===== src/rtl/fifo_wptr_full.sv =====
// fifo_wptr_full: write-domain pointer, read-pointer synchroniser and full/level/overflow status for a dual-clock FIFO
module fifo_wptr_full #(
   parameter int ADDR_WIDTH         = 3,
   parameter int ALMOST_FULL_THRESH = 6
) (
   input  logic                  wclk,
   input  logic                  rst_n,
   input  logic                  winc,
   input  logic [ADDR_WIDTH:0]   rq_gray,
   input  logic                  woverflow_clr,
   output logic [ADDR_WIDTH-1:0] waddr,
   output logic                  wen,
   output logic [ADDR_WIDTH:0]   wptr_gray,
   output logic                  wfull,
   output logic                  walmost_full,
   output logic [ADDR_WIDTH:0]   wlevel,
   output logic                  woverflow
);
   localparam logic [ADDR_WIDTH:0] FULL_MASK = {2'b11, {(ADDR_WIDTH-1){1'b0}}};
   localparam logic [ADDR_WIDTH:0] AF_THRESH = ALMOST_FULL_THRESH[ADDR_WIDTH:0];
   logic [ADDR_WIDTH:0] rq1, rq2, wbin, wbin_next, wgray_next, rbin_s, fill_next;
   assign wen        = winc & ~wfull;
   assign waddr      = wbin[ADDR_WIDTH-1:0];
   assign wbin_next  = wbin + {{ADDR_WIDTH{1'b0}}, wen};
   assign wgray_next = (wbin_next >> 1) ^ wbin_next;
   assign fill_next  = wbin_next - rbin_s;
   // Gray-to-binary of the synchronised read pointer: each bit is the XOR of itself and all higher bits
   always_comb begin
      rbin_s = '0;
      for (int i = 0; i <= ADDR_WIDTH; i++) rbin_s[i] = ^(rq2 >> i);
   end
   // Two-flop synchroniser for the read pointer crossing in from the read clock
   always_ff @(posedge wclk or negedge rst_n)
      if (!rst_n) {rq1, rq2} <= '0;
      else        {rq1, rq2} <= {rq_gray, rq1};
   // Write pointer and occupancy status; full compares against the read pointer one lap behind
   always_ff @(posedge wclk or negedge rst_n)
      if (!rst_n) begin
         wbin         <= '0;
         wptr_gray    <= '0;
         wfull        <= 1'b0;
         walmost_full <= 1'b0;
         wlevel       <= '0;
      end else begin
         wbin         <= wbin_next;
         wptr_gray    <= wgray_next;
         wfull        <= wgray_next == (rq2 ^ FULL_MASK);
         walmost_full <= fill_next >= AF_THRESH;
         wlevel       <= fill_next;
      end
   // Sticky overflow: a rejected write sets it, and that wins over a simultaneous clear
   always_ff @(posedge wclk or negedge rst_n)
      if (!rst_n) woverflow <= 1'b0;
      else        woverflow <= (winc & wfull) ? 1'b1 : woverflow_clr ? 1'b0 : woverflow;
endmodule


===== config.mk =====
export PLATFORM = sky130hd
export DESIGN_NAME = fifo_wptr_full
export DESIGN_NICKNAME = d
export VERILOG_FILES = /design/src/rtl/fifo_wptr_full.sv
export SDC_FILE = /design/constraint.sdc
export NUM_CORES = 1
export LEC_CHECK = 0
export ABC_AREA = 1
export CAP_MARGIN = 20
export CORE_UTILIZATION = 30
export DETAILED_ROUTE_END_ITERATION = 8
export GPL_TIMING_DRIVEN = 0
export PLACE_DENSITY = 0.53
export SYNTH_ARGS = -nofsm -noshare
export SYNTH_HDL_FRONTEND = slang
export SYNTH_SLANG_ARGS = --single-unit
export TNS_END_PERCENT = 1

===== constraint.sdc =====
create_clock -name wclk -period 1.8 [get_ports wclk]
set_clock_uncertainty 0.05 [all_clocks]
set_input_delay 0.36 -clock wclk [delete_from_list [all_inputs] [get_ports wclk]]
set_output_delay 0.36 -clock wclk [all_outputs]
set_load 0.03 [all_outputs]

# ---- Word-level counts from Yosys, hierarchy flattened
# Cells that the tools add are included.
dict set report totals {
  ff_bits 23
  latch_bits 0
  n_memories 0
  mem_bits_ro 0
  inputBits 8
  mem_bits_rw 0
  out_inout_bits 15
  elab_cells 24
}
dict set report classes {
  mux 2
  n_bitwise 5
  n_shift 0
  div 0
  n_eq_ne 1
  n_reduce_logical 5
  add_sub_neg 2
  multipliers 0
  n_lt_le_gt_ge 1
}
# cell n
set op_table {}
lappend op_table {{$reduce_xor 4->1} 4}
lappend op_table {{$add 4x1->4} 1}
lappend op_table {{$eq 4x4->1} 1}
lappend op_table {{$ge 4x3->1 const B} 1}
lappend op_table {{$sub 4x4->4} 1}
lappend op_table {{$xor 3x4->4} 1}
lappend op_table {{$and 1x1->1} 2}
lappend op_table {{$mux 1} 2}
lappend op_table {{$not 2->2} 1}
lappend op_table {{$reduce_bool 2->1} 1}
lappend op_table {{$not 1->1} 1}

# ---- Logic depth before layout (Yosys ltp)
dict set report logic_depth {
  ltp_word 5
  depth_mapped 12
  depth_no_buf 12
}

# ---- Worst setup path after synthesis
# No wires, ideal clock.
dict set report synth_timing {
  path_type {flip-flop to flip-flop}
  startpoint {register wfull}
  endpoint {register walmost_full}
  path_slack_ns -0.707
  setup_time_ns 0.125
  t_arrival_ns 2.332
  required_ns 1.625
  path_buffers 0
  path_stages_with_launch 12
  path_cell_list {dfrtp_1 -> nor2_1 -> ha_1 -> ha_1 -> inv_1 -> nand2_1 -> nand2_1 -> ha_1 -> a21oi_1 -> inv_1 -> nand2_1 -> nand3_1}
}
dict set report synth_between {
  elab_chain_len 5
}
# item line
set synth_rtl {}
lappend synth_rtl {{from (decl)} 14} ;# output logic wfull,
lappend synth_rtl {{from (signal assigned)} 47} ;# wfull <= wgray_next == (rq2 ^ FULL_MASK);
lappend synth_rtl {{$not 1->1} 22} ;# assign wen = winc & ~wfull;
lappend synth_rtl {{$and 1x1->1} 22}
lappend synth_rtl {{named net wen} 12} ;# output logic wen,
lappend synth_rtl {{$add 4x1->4} 24} ;# assign wbin_next = wbin + {{ADDR_WIDTH{1'b0}}, wen};
lappend synth_rtl {{named net wbin_next[2]} 21} ;# logic [ADDR_WIDTH:0] rq1, rq2, wbin, wbin_next, wgray_next, rbin_s, fill_next;
lappend synth_rtl {{$sub 4x4->4} 26} ;# assign fill_next = wbin_next - rbin_s;
lappend synth_rtl {{$ge 4x3->1} 48} ;# walmost_full <= fill_next >= AF_THRESH;
lappend synth_rtl {{to (signal assigned)} 42} ;# walmost_full <= 1'b0;
lappend synth_rtl {{to (signal assigned)} 48}
lappend synth_rtl {{to (decl)} 15} ;# output logic walmost_full,
# The timed path passes the listed nets, and every way through them passes these cells.
# A chain may end at the register's enable or synchronous reset.

# ---- Worst setup path after layout
dict set report layout_timing {
  startpoint {register rq2[2]}
  endpoint {register walmost_full}
}
dict set report layout_between {
  elab_chain_len 3
  word_cells_on_any_way 5
}
# item line
set layout_rtl {}
lappend layout_rtl {{from (decl)} 21}
lappend layout_rtl {{from (signal assigned)} 35} ;# else {rq1, rq2} <= {rq_gray, rq1};
lappend layout_rtl {{$reduce_xor 4->1} 30} ;# for (int i = 0; i <= ADDR_WIDTH; i++) rbin_s[i] = ^(rq2 >> i);
lappend layout_rtl {{$sub 4x4->4 *} 26}
lappend layout_rtl {{named net fill_next[1]} 21}
lappend layout_rtl {{$ge 4x3->1 *} 48}
# Mark *: on every way through the listed nets, which the timed path passes. The rest lies on a longest branch.

==> metrics <==
post-route design area=1350 µm²; Placement Rows=19; Vias/cell=4.42; GR Overflow Total=0; Final Util=47.1%; Starting Density=32.9%; CTS buffer count=3; Core Region=2850 µm²; root buffer cell=clkbuf_4; Int Pwr=0.00142 W; Inserted Diodes=0; routed vias=680; worst vdd ir=0.551 mV; worst r2r src=rq2[2]$_DFF_PN0_; Setup WS post-layout=-0.203 ns; Area after DPL=1250 µm²; leak pwr=0.692 nW; first-pass GRT wire length=2820 µm; area grow syn2layout=43.1%; die height=58.0 µm; Reg2Reg Depth=8; unrepaired setup endpoints after global routing=true; CP Launch Type=flop; largest fanout on the critical path=2; Total GRT Usage=11.3%; critical path class=reg -> reg; area of the mapped netlist=940 µm²; DP HPWL=1200 µm; Max Cap Viol=0; Final Hold Vio Count=0; beginning of the critical path=rq2[2]$_DFF_PN0_; worst slew pin tran=0.320 ns; Mapped Cells=92; Rel. slew slack=78.7%; largest net degree at the start of global routing=23; Port Buf Inserts=22; initial DRC count=17; per-cell routed wire length=10.4 µm; crit share post-route=111%; NetSw=0.00114 W; Ys Warns=0; IO Count=23; Die ar.=3360 µm²; clock network power share=8.6%; min Tclk post-route=2.00 ns; layout cells sized above 1=19.5%; Pwr Density=1900 nW/µm²; Hold-fix buffers, CTS=0; post-synthesis register bit count=22; final net count=138; TritonRoute pass-1 iters=6; reg2reg setup slack=-0.20 ns; sequential fraction of design power=29.6%; Crit. End Element=flop; worst path required time=1.94 ns; htree depth=1; Yosys cell types=16; clk slew on worst S/H paths=0.11 ns; CTS tree=built; Hold Crit Class=in -> async; Sink Count=22; critical path arrival=2.14 ns; worst skew pair latency=0.30 ns; status=complete, but fails checks; Slew Viols, Final=0; vias in the first global route=681; Residual DRC=1; Post-Syn Area per Cell=10.2 µm²; Post-Place Setup Slack=-0.591 ns; failing checks=DRC, setup timing; remaining antenna violation count=0; Net Sw Frac=44.5%; Routed WL=1590 µm; Comb power frac=61.7%; reg-to-reg critical path endpoint=walmost_full$_DFF_PN0_; routability cong.=0.776; clock tree buffer depth=2; Synth Net Count=106; initial antenna violation count=0; final setup fails=4; Total Power=0.00256 W; post-synthesis sequential area ratio=58.6%; Die X=58.0 µm; Max Clock Freq=499 MHz
## through the flow
stage	cells	setup TNS (ns)	hold slack, ns
after floorplan	92	-0.403	0.0144
after global placement	145	-2.93	0.282
after detailed placement	145	-2.99	0.286
after CTS	152	-0.316	0.316
after global routing	154	-0.657	0.189
final	154	-0.295	0.212
## repair_timing
item                                    in CTS  in global routing
gates resized for setup                     12                  2
pin swaps                                    3                  2
setup buffers                                3                  1
cloned                                       0                  0
endpoints found under the setup margin      10                  6
## kinds of logic (layout without fill, tap and decap cells)
logic type | after synthesis | after routing | share of synthesized area [%]
flops | 22 | 22 | 58.6
fa+ha+maj | 6 | 6 | 8.79
compound gates | 3 | 3 | 1.86
buf+inv | 17 | 48 | 6.79
xor+xnor | 5 | 5 | 6.26
simple gates | 39 | 39 | 17.7
## routing by layer
layer  global-route usage (%)  wire length [µm]
met5                        0                 0
met4                     6.12                19
met3                     2.23               101
met2                     18.9               805
met1                     13.7               668
## synthesized netlist by cell type (all sizes together)
library cell  instances  area (µm²)
nand2                24        92.6
dfrtp                22         551
inv                  17        63.8
nand3                12        60.1
ha                    5        62.6
xor2                  3        33.8
nor2                  2        7.51
xnor2                 2        25.0
a21oi                 1        5.00
fa                    1        20.0
nand4                 1        6.26
o21ai                 1        5.00
o21bai                1        7.51
## placed cells by master (no fill, tap or decap), types with 2 or more instances in the layout
cell type and instances:
clkdlybuf4s50_1 14, nand2_1 22, xnor2_2 2, dfrtp_1 21, dlygate4sd2_1 6, dlymetal6s2s_1 2
ha_4 3, nand2_2 2, nand3_1 12, buf_4 4, clkbuf_4 3, inv_1 14
xor2_1 2, inv_2 3
## critical path, stage by stage, from the launching register on
cell and delay [ns]:
dfrtp_1 0.42, xnor2_2 0.24, xor2_2 0.19, xor2_1 0.09
ha_2 0.20, fa_2 0.53, inv_2 0.04, nand2_1 0.05
nand3_1 0.07
## flip-flops by register name, indices dropped and copies added (netlist names)
name / flops
wptr_gray: 3
wlevel: 4
wbin: 4
rq2: 4
wfull: 1
rq1: 4
walmost_full: 1
woverflow: 1
## how the worst max path moves through the flow
stage	slack, ns	depth (start not counted)	endpoint
6_report	-0.20	8	walmost_full$_DFF_PN0_
5_1_grt	-0.27	8	walmost_full$_DFF_PN0_
3_3_place_gp	-0.59	10	walmost_full$_DFF_PN0_
3_5_place_dp	-0.59	10	walmost_full$_DFF_PN0_
2_1_floorplan	-0.17	8	walmost_full$_DFF_PN0_
4_1_cts	-0.20	8	walmost_full$_DFF_PN0_
## area by class of cell
type	instances	area [µm²]
tap	31	38.8
inverter	17	63.8
timing repair buffer	27	275
sequential	22	552
clock buffer	4	26.3
fill	264	1510
multi-input combinational	53	389
## power groups by stage
stage          logic [W]  registers, W  clock network, W
4_1_cts          0.00160      0.000761          0.000239
3_5_place_dp     0.00154      0.000777                 0
3_3_place_gp     0.00153      0.000771                 0
5_1_grt          0.00175      0.000778          0.000256
6_report         0.00158      0.000758          0.000221
2_1_floorplan   0.000727       0.00108                 0
No activity file was read; power rests on OpenSTA's default activity.
